**src/rtl/fetch_stage_if.sv**
```systemverilog
`default_nettype none
// ============================================================================
// Module      : fetch_stage_if
// Description : Bundles the handshake and memory signals of the instruction
//               fetch stage.
//               master modport : the fetch stage (drives the memory address,
//                                the instruction and the status outputs)
//               slave modport  : the surrounding environment (sequencer,
//                                memory, decoder)
//               Fetch control  : fetch_req, pc_load, pc_next, kernel_flag,
//                                fault_clr
//               Memory side    : mem_addr, mem_rd, mem_rdata, acc_inv
//               Decoder side   : instr, instr_valid, instr_pc, instr_ready
//               Status         : pc, busy, fault
// Revision    : 1.0 - initial release
// ============================================================================
interface fetch_stage_if;
  logic        fetch_req;
  logic        pc_load;
  logic [15:0] pc_next;
  logic        kernel_flag;
  logic [15:0] mem_rdata;
  logic        acc_inv;
  logic        fault_clr;
  logic        instr_ready;
  logic [15:0] mem_addr;
  logic        mem_rd;
  logic [15:0] instr;
  logic        instr_valid;
  logic [15:0] instr_pc;
  logic [15:0] pc;
  logic        busy;
  logic        fault;

  modport master (
    input  fetch_req, pc_load, pc_next, kernel_flag, mem_rdata, acc_inv,
           fault_clr, instr_ready,
    output mem_addr, mem_rd, instr, instr_valid, instr_pc, pc, busy, fault
  );

  modport slave (
    output fetch_req, pc_load, pc_next, kernel_flag, mem_rdata, acc_inv,
           fault_clr, instr_ready,
    input  mem_addr, mem_rd, instr, instr_valid, instr_pc, pc, busy, fault
  );
endinterface
`default_nettype wire

```
**src/rtl/fetch_stage.sv**
```systemverilog
`default_nettype none
// ============================================================================
// Module      : fetch_stage
// Description : Instruction-fetch stage. Holds the PC, issues a one-cycle
//               read strobe to memory, waits MEM_LATENCY clocks, captures the
//               16-bit word into the instruction register and presents it to
//               the decoder with a valid/ready handshake. An AccInv response
//               raises a sticky fault.
//               Optional macro FETCH_KERNEL_CHECK_EN: user-mode fetches below
//               USER_BASE fault immediately without touching memory.
// Ports       : clk  - system clock, rising edge
//               rst  - synchronous active-high reset
//               bus  - fetch_stage_if.master (control, memory, decoder and
//                      status signals)
// Revision    : 1.0 - initial release
// ============================================================================
module fetch_stage #(
  parameter logic [15:0] RESET_PC    = 16'h3000,
  parameter int          MEM_LATENCY = 1,
  parameter logic [15:0] USER_BASE   = 16'h3000
) (
  input  wire logic      clk,
  input  wire logic      rst,
  fetch_stage_if.master  bus
);

  typedef enum logic [2:0] {
    S_IDLE  = 3'd0,
    S_ISSUE = 3'd1,
    S_WAIT  = 3'd2,
    S_VALID = 3'd3,
    S_FAULT = 3'd4
  } state_t;

  // Counter reloads with MEM_LATENCY-1 so capture happens MEM_LATENCY clocks
  // after the read strobe; two bits cover latencies 1..4.
  localparam logic [1:0] c_CNT_INIT = 2'(MEM_LATENCY - 1);

  state_t      r_state;
  logic [15:0] r_pc;
  logic [15:0] r_mem_addr;
  logic        r_mem_rd;
  logic [15:0] r_instr;
  logic        r_instr_valid;
  logic [15:0] r_instr_pc;
  logic        r_busy;
  logic        r_fault;
  logic [1:0]  r_cnt;

  logic        w_priv_fault;

`ifdef FETCH_KERNEL_CHECK_EN
  assign w_priv_fault = !bus.kernel_flag && (r_pc < USER_BASE);
`else
  assign w_priv_fault = 1'b0;
  // Mode inputs are intentionally ignored in this build.
  wire w_unused = &{1'b0, bus.kernel_flag, USER_BASE};
`endif

  always_ff @(posedge clk) begin
    if (rst) begin
      r_state       <= S_IDLE;
      r_pc          <= RESET_PC;
      r_mem_addr    <= RESET_PC;
      r_mem_rd      <= 1'b0;
      r_instr       <= 16'h0000;
      r_instr_valid <= 1'b0;
      r_instr_pc    <= 16'h0000;
      r_busy        <= 1'b0;
      r_fault       <= 1'b0;
      r_cnt         <= 2'd0;
    end else begin
      case (r_state)
        S_IDLE: begin
          if (bus.pc_load) begin
            r_pc <= bus.pc_next;
          end else if (bus.fetch_req) begin
            r_busy <= 1'b1;
            if (w_priv_fault) begin
              r_state <= S_FAULT;
              r_fault <= 1'b1;
            end else begin
              r_state    <= S_ISSUE;
              r_mem_rd   <= 1'b1;
              r_mem_addr <= r_pc;
            end
          end
        end

        S_ISSUE, S_WAIT, S_VALID: begin
          if (bus.pc_load) begin
            // Flush: whatever is in flight or presented is dropped.
            r_state       <= S_IDLE;
            r_pc          <= bus.pc_next;
            r_mem_rd      <= 1'b0;
            r_instr_valid <= 1'b0;
            r_busy        <= 1'b0;
          end else if (r_state == S_ISSUE) begin
            r_state  <= S_WAIT;
            r_mem_rd <= 1'b0;
            r_cnt    <= c_CNT_INIT;
          end else if (r_state == S_WAIT) begin
            if (r_cnt == 2'd0) begin
              if (bus.acc_inv) begin
                // Faulting word is never exposed; PC stays on the bad address.
                r_state <= S_FAULT;
                r_fault <= 1'b1;
              end else begin
                r_state       <= S_VALID;
                r_instr       <= bus.mem_rdata;
                r_instr_pc    <= r_pc;
                r_instr_valid <= 1'b1;
              end
            end else begin
              r_cnt <= r_cnt - 2'd1;
            end
          end else if (bus.instr_ready) begin
            r_state       <= S_IDLE;
            r_pc          <= r_pc + 16'd1;
            r_instr_valid <= 1'b0;
            r_busy        <= 1'b0;
          end
        end

        S_FAULT: begin
          if (bus.pc_load) begin
            r_state <= S_IDLE;
            r_pc    <= bus.pc_next;
            r_fault <= 1'b0;
            r_busy  <= 1'b0;
          end else if (bus.fault_clr) begin
            r_state <= S_IDLE;
            r_fault <= 1'b0;
            r_busy  <= 1'b0;
          end
        end

        default: begin
          r_state       <= S_IDLE;
          r_mem_rd      <= 1'b0;
          r_instr_valid <= 1'b0;
          r_busy        <= 1'b0;
        end
      endcase
    end
  end

  assign bus.mem_addr    = r_mem_addr;
  assign bus.mem_rd      = r_mem_rd;
  assign bus.instr       = r_instr;
  assign bus.instr_valid = r_instr_valid;
  assign bus.instr_pc    = r_instr_pc;
  assign bus.pc          = r_pc;
  assign bus.busy        = r_busy;
  assign bus.fault       = r_fault;

endmodule
`default_nettype wire
```
**src/flat_wrapper.sv**
```systemverilog
// flat-port wrapper written by rule: the top's interface ports become plain ports
module fetch_stage_flat 
#(
  parameter logic [15:0] RESET_PC    = 16'h3000,
  parameter int          MEM_LATENCY = 1,
  parameter logic [15:0] USER_BASE   = 16'h3000
)
  (clk, rst, bus_fetch_req, bus_pc_load, bus_pc_next, bus_kernel_flag, bus_mem_rdata, bus_acc_inv, bus_fault_clr, bus_instr_ready, bus_mem_addr, bus_mem_rd, bus_instr, bus_instr_valid, bus_instr_pc, bus_pc, bus_busy, bus_fault);
  fetch_stage_if bus_i ();
  input  wire logic clk;
  input  wire logic rst;
  input wire logic [$bits(bus_i.fetch_req)-1:0] bus_fetch_req;
  input wire logic [$bits(bus_i.pc_load)-1:0] bus_pc_load;
  input wire logic [$bits(bus_i.pc_next)-1:0] bus_pc_next;
  input wire logic [$bits(bus_i.kernel_flag)-1:0] bus_kernel_flag;
  input wire logic [$bits(bus_i.mem_rdata)-1:0] bus_mem_rdata;
  input wire logic [$bits(bus_i.acc_inv)-1:0] bus_acc_inv;
  input wire logic [$bits(bus_i.fault_clr)-1:0] bus_fault_clr;
  input wire logic [$bits(bus_i.instr_ready)-1:0] bus_instr_ready;
  output wire logic [$bits(bus_i.mem_addr)-1:0] bus_mem_addr;
  output wire logic [$bits(bus_i.mem_rd)-1:0] bus_mem_rd;
  output wire logic [$bits(bus_i.instr)-1:0] bus_instr;
  output wire logic [$bits(bus_i.instr_valid)-1:0] bus_instr_valid;
  output wire logic [$bits(bus_i.instr_pc)-1:0] bus_instr_pc;
  output wire logic [$bits(bus_i.pc)-1:0] bus_pc;
  output wire logic [$bits(bus_i.busy)-1:0] bus_busy;
  output wire logic [$bits(bus_i.fault)-1:0] bus_fault;
  assign bus_i.fetch_req = bus_fetch_req;
  assign bus_i.pc_load = bus_pc_load;
  assign bus_i.pc_next = bus_pc_next;
  assign bus_i.kernel_flag = bus_kernel_flag;
  assign bus_i.mem_rdata = bus_mem_rdata;
  assign bus_i.acc_inv = bus_acc_inv;
  assign bus_i.fault_clr = bus_fault_clr;
  assign bus_i.instr_ready = bus_instr_ready;
  assign bus_mem_addr = bus_i.mem_addr;
  assign bus_mem_rd = bus_i.mem_rd;
  assign bus_instr = bus_i.instr;
  assign bus_instr_valid = bus_i.instr_valid;
  assign bus_instr_pc = bus_i.instr_pc;
  assign bus_pc = bus_i.pc;
  assign bus_busy = bus_i.busy;
  assign bus_fault = bus_i.fault;
  fetch_stage #(.RESET_PC(RESET_PC), .MEM_LATENCY(MEM_LATENCY), .USER_BASE(USER_BASE)) u_core (.clk(clk), .rst(rst), .bus(bus_i));
endmodule
```
**config.mk**
```make
export PLATFORM = sky130hd
export DESIGN_NAME = fetch_stage_flat
export DESIGN_NICKNAME = d
export VERILOG_FILES = /design/src/rtl/fetch_stage_if.sv /design/src/rtl/fetch_stage.sv /design/src/flat_wrapper.sv
export SDC_FILE = /design/constraint.sdc
export NUM_CORES = 1
export LEC_CHECK = 0
export CORE_MARGIN = 4
export CORE_UTILIZATION = 35
export DETAILED_ROUTE_END_ITERATION = 10
export PLACE_DENSITY = 0.66
export SLEW_MARGIN = 0
export SYNTH_ARGS = -nofsm -noshare
export SYNTH_HDL_FRONTEND = slang
export SYNTH_SLANG_ARGS = --single-unit
```
**constraint.sdc**
```tcl
create_clock -name clk -period 1.55 [get_ports clk]
set_input_delay 0.31 -clock clk [delete_from_list [all_inputs] [get_ports clk]]
set_output_delay 0.31 -clock clk [all_outputs]
set_load 0.01 [all_outputs]
```
# Word-level counts from Yosys, hierarchy flattened
# Index checks and enable logic that the tools add are counted.
# op_classes
addsub	2
multipliers	0
div	0
magnitude_cmp	0
n_eq_ne	23
shifts	0
muxes	44
n_bitwise	5
n_reduce_logical	16
# op_table
op	count
$mux 16	5
$pmux 16 s2	1
$mux 3	10
$mux 1	20
$add 16x1->16 const B	1
$reduce_and 5->1	3
$ne 3x3->1 const B	4
$reduce_and 6->1	2
$ne 2x2->1 const B	5
$pmux 3 s3	1
$ne 2x1->1 const B	4
$ne 4x4->1 const B	2
$reduce_and 4->1	2
$reduce_and 7->1	1
$eq 3x2->1 const B	2
$mux 2	3
$pmux 1 s3	2
$reduce_bool 2->1	3
$ne 5x3->1 const B	1
$ne 5x4->1 const B	1
$not 1->1	5
$ne 4x3->1 const B	1
$pmux 1 s2	2
$eq 3x1->1 const B	1
8 further kinds	8
# totals
reg_bits	73
latch_bits	0
ram_bits	0
rom_bits	0
input_bits	40
output_inout_bits	68
word_cells	100
mem_count	0

# Longest topological paths before layout
# Gate-level depths: netlist (run 1).
# depth
word_depth	6
ltp_mapped	8
mapped_depth_nobuf	7

# Worst setup path after synthesis (run 1)
# OpenSTA, ideal clock, no wires.
# synth_timing
kind	register -> register
start	reg u_core.r_pc[0] (netlist: u_core.bus.pc[0])
end	reg u_core.r_pc[12] (netlist: u_core.bus.pc[12])
setup_time_ps	123
arrival_ps	1604
t_required_ps	1427
slack_ps	-177
path_stages_with_launch	7
n_path_buf	0
synth_period_minus_slack_ps	1727
path_cell_list	dfxtp_1 > ha_1 > and4_1 > nand4_1 > or3_1 > o21ai_0 > a21oi_1
# synth_via
elab_chain_len	6
# synth_lines
item	line_no	rtl
start, declared	fetch_stage.sv:40	logic [15:0] r_pc;
start signal, assigned	fetch_stage.sv:76	r_pc <= bus.pc_next;
start signal, assigned	fetch_stage.sv:94	r_pc <= bus.pc_next;
start signal, assigned	fetch_stage.sv:119	r_pc <= r_pc + 16'd1;
$add 16x1->16	fetch_stage.sv:119	
$mux 16	fetch_stage.sv:117	end else if (bus.instr_ready) begin
$mux 16	fetch_stage.sv:102	end else if (r_state == S_WAIT) begin
$mux 16	fetch_stage.sv:98	end else if (r_state == S_ISSUE) begin
$mux 16	fetch_stage.sv:91	if (bus.pc_load) begin
$pmux 16 s2	fetch_stage.sv:73	case (r_state)
# Every way passes these cells. The select of a mux whose other input is x is not followed.
# A chain may end at the register's enable or synchronous reset.

# Worst setup path after layout (run 1)
# layout_timing
start	reg u_core.r_state[1]
end	reg u_core.r_instr[10] (netlist: u_core.bus.instr[10])
# layout_via
elab_chain_len	3
elab_cells_between_ends	6
classes_between	3 x eq/ne; 1 x bitwise; 2 x reduce/logical
# layout_lines
item	line_no	rtl
start, declared	fetch_stage.sv:39	state_t r_state;
start signal, assigned	fetch_stage.sv:62	r_state <= S_IDLE;
start signal, assigned	fetch_stage.sv:80	r_state <= S_FAULT;
start signal, assigned	fetch_stage.sv:83	r_state <= S_ISSUE;
$eq 3x2->1, or another cell as far along	fetch_stage.sv:73	
$reduce_or 3->1 / $not 1->1 (equally long branches)	-	
$reduce_and 6->1 (no line) *	-	
end signal, assigned	fetch_stage.sv:110	r_instr <= bus.mem_rdata;
end, declared	fetch_stage.sv:43	logic [15:0] r_instr;
# Mark *: on every way between the ends. The rest lies on a longest branch, timed or not.

==> metrics.md, run 1 <==
| Metric | Value |
|---|---|
| VDD IR max | `0.6636 mV` |
| Largest net degree at the start of global routing | `44` |
| Final-report setup violation count | `38` |
| H-tree levels | `3` |
| Max Used Layer | `met4` |
| GR Overflow Total | `0` |
| Die area | `0.01094 mm²` |
| Max-slew violation count | `0` |
| Final worst-path cycle share | `111.2%` |
| Worst-path maximum fanout | `8` |
| Slew @ Worst Pin | `0.5088 ns` |
| Main flop type after synthesis | `dfxtp_1` |
| WP data arrival | `1.97 ns` |
| Fin util | `65.92%` |
| Synthesized area per cell | `7.778 µm²` |
| CTS Hold Buffers Added | `0` |
| #FFs+latches synth | `73` |
| Finished Layout Cells | `692` |
| Die width | `104.6 µm` |
| Initial antenna violation count | `0` |
| Clock Sinks | `73` |
| Initial Util | `36.74%` |
| Via count of the first global-routing pass | `3626` |
| Max Cap Violations | `0` |
| Layout Nets | `621` |
| Routed len/inst | `17.11 µm` |
| Root Driver | `clkbuf_8` |
| # port buffers | `106` |
| Sw frac | `33.29%` |
| Post-synthesis cell type count | `44` |
| Warnings from Yosys | `0` |
| Top-count cell post-synth | `nand2_1` |
| Vias/cell | `5.269` |
| DR WL met3 | `750 µm` |
| Clock power share | `28.6%` |
| CTS tree | `built` |
| Clock transition at path regs | `0.08 ns` |
| Die H | `104.6 µm` |
| N_diodes | `0` |
| Synthesized netlist cell count | `420` |
| Placer Congestion | `0.8581` |
| Failing checks | `setup timing` |
| Combinational share of power | `36.2%` |
| Clock tree buffer depth | `2` |
| Crit end category | `flop` |
| First-pass GRT wire length | `18.55 mm` |
| FMAX | `580.0 MHz` |
| Post-synth top area share | `44.73%` |
| Total Routing Usage GR | `20.84%` |
| Post-synth top area cell | `dfxtp_1` |
| Status | `finished with violations` |
| Min-delay worst type | `input port to flop` |
| Via count | `3646` |
| Fill count | `724` |
| Critical Path Source Type | `flop` |
| CTS Buf Count | `9` |
| Post-synthesis sequential area ratio | `44.73%` |
| RSZ-0062 raised after global routing | `true` |
| Drt first-iter violations | `185` |
| Pleak | `2.726 nW` |
| DRC | `0` |
| Flop pwr share | `35.2%` |
| Dpl ws | `-0.4978 ns` |
| Placeable Area | `0.008891 mm²` |
| WHS | `0.3994 ns` |
| Synth top area cells | `dfxtp_1, nand2_1, a21oi_1` |
| Syn nets | `462` |
| Power Total | `6.571 mW` |
| Asr flop ratio synth | `0%` |
| Share of layout cells above drive strength 1 | `35.45%` |
| Overall routed net length | `11.84 mm` |
| Area delta synth->final | `79.39%` |
| DP HPWL | `7.529 mm` |
| Psw | `2.187 mW` |
| Setup ws final | `-0.1742 ns` |
| Cells after DPL | `657` |
| Post-DRT Antenna Nets | `0` |
| Rows | `34` |
| Max-slew headroom | `66.08%` |
| M1 wire length | `5.123 mm` |
| Clk_skew | `0.01041 ns` |
| Clock latency on the worst-skew pair | `0.36 ns` |
| Crit Path Class | `flop to flop` |
| Commonest cells in the netlist | `nand2_1, dfxtp_1, a21oi_1` |
| Minimum clock period | `1.724 ns` |
| Drt pass-1 iters | `5` |
| Routed met2 length | `5.874 mm` |
| Cell Area, Synth | `0.003267 mm²` |
| Pint | `4.384 mW` |
| PD cells | `1121 mW/mm²` |
| # IOs | `108` |
| Req. time, crit path | `1.79 ns` |
| Final hold violations | `0` |
| Post-synth EDFFs | `0` |
per-stage QoR:
stage / TNS (ns) / cell area (µm²)
2_1_floorplan: -1.236 / 3302
3_3_place_gp: -26.62 / 4787
3_5_place_dp: -28.99 / 4787
4_1_cts: -3.682 / 5574
5_1_grt: -5.308 / 5861
6_report: -3.290 / 5861
worst max-delay path, stage by stage (launching register included):
cell and delay, ns:
dfxtp_4 0.35, or3b_4 0.41, buf_6 0.14, nor2_4 0.13, nand3_4 0.14, buf_12 0.17
buf_16 0.15, nand2_2 0.07, a21oi_2 0.04
layout make-up:
| class | count | area, µm² | share of cell area [%] |
|---|---|---|---|
| repair buffers | 179 | 1765 | 30.12 |
| multi-input cells | 304 | 2163 | 36.91 |
| flip-flops and latches | 73 | 1494 | 25.49 |
| clock inverters | 4 | 77.57 | 1.324 |
| well taps | 108 | 135.1 | 2.306 |
| inverters | 12 | 47.55 | 0.8113 |
| clock buffers | 12 | 177.7 | 3.032 |
placed cells by master (no fill, tap or decap), types with 4 or more instances in the layout:
| master | netlist | routed |
|---|---|---|
| dfxtp_4 | 0 | 4 |
| dlymetal6s2s_1 | 0 | 8 |
| a31oi_1 | 6 | 5 |
| nand3_1 | 11 | 9 |
| nor2_1 | 38 | 35 |
| clkdlybuf4s50_1 | 0 | 36 |
| buf_6 | 4 | 6 |
| nand2_2 | 0 | 10 |
| buf_4 | 1 | 53 |
| o21ai_0 | 21 | 16 |
| or3_1 | 4 | 4 |
| mux2i_1 | 12 | 12 |
| buf_16 | 0 | 4 |
| o21ai_1 | 0 | 5 |
| nand2_1 | 92 | 43 |
| dfxtp_1 | 73 | 55 |
| inv_1 | 12 | 8 |
| a21oi_2 | 0 | 28 |
| dlygate4sd2_1 | 0 | 61 |
| a21oi_1 | 61 | 33 |
| nand2_4 | 0 | 39 |
| clkbuf_8 | 0 | 9 |
| a211oi_1 | 5 | 5 |
| nor3_1 | 8 | 8 |
| dfxtp_2 | 0 | 14 |
| buf_12 | 0 | 8 |
metal layers:
layer,vias to the layer above,track usage [%]
met2,123,34.73
met5,-,0
met1,1733,27.04
met4,0,4.592
li1,1782,-
met3,8,5.857
sequential cells by signal (all words and copies together) (netlist names):
signal                  flops
u_core.bus.instr           16
u_core.bus.instr_pc        16
u_core.bus.mem_addr        16
u_core.bus.pc              16
u_core.r_state              3
u_core.r_cnt                2
u_core.bus.busy             1
u_core.bus.fault            1
u_core.bus.instr_valid      1
u_core.bus.mem_rd           1
logic make-up (layout without fill, tap and decap cells):
group           count (synthesis)  count (layout)  synth area share [%]
fa+ha+maj                       2               2                0.7659
buf+inv                        43             207                 6.357
simple gates                  170             170                 22.79
mux                            12              12                 3.677
flops                          73              73                 44.73
compound gates                120             120                 21.68
power groups by stage:
stage	clock network, mW	registers (mW)	logic (mW)
after CTS	1.91	2.30	2.22
after global placement	0	2.30	2.09
after global routing	1.99	2.34	2.57
after floorplan	0	2.36	0.953
final	1.88	2.31	2.38
after detailed placement	0	2.30	2.10
final timing paths:
path / startpoint / end / slack [ns] / cells after the start
worst max register to register: u_core.r_state[1] / u_core.bus.instr[10] / -0.17 / 8
worst max-delay path: u_core.r_state[1] / u_core.bus.instr[10] / -0.17 / 8
worst min-delay path: rst / u_core.bus.mem_addr[7] / 0.40 / 2
worst min register to register: u_core.bus.instr_pc[5] / u_core.bus.instr_pc[5] / 0.46 / 2
timing repair:
action	CTS	global route
setup endpoints to repair	127	65
buffers inserted	8	9
gates resized for setup	171	84
gates cloned	6	0
pin swaps	61	46
No activity file was read; power rests on OpenSTA's default activity.
==> run 2, diff against run 1 <==
Settings changed: CAP_MARGIN from default to 40.
==> results of run 2 <==
The final DEF is identical to that of run 1; final timing and power are the same.
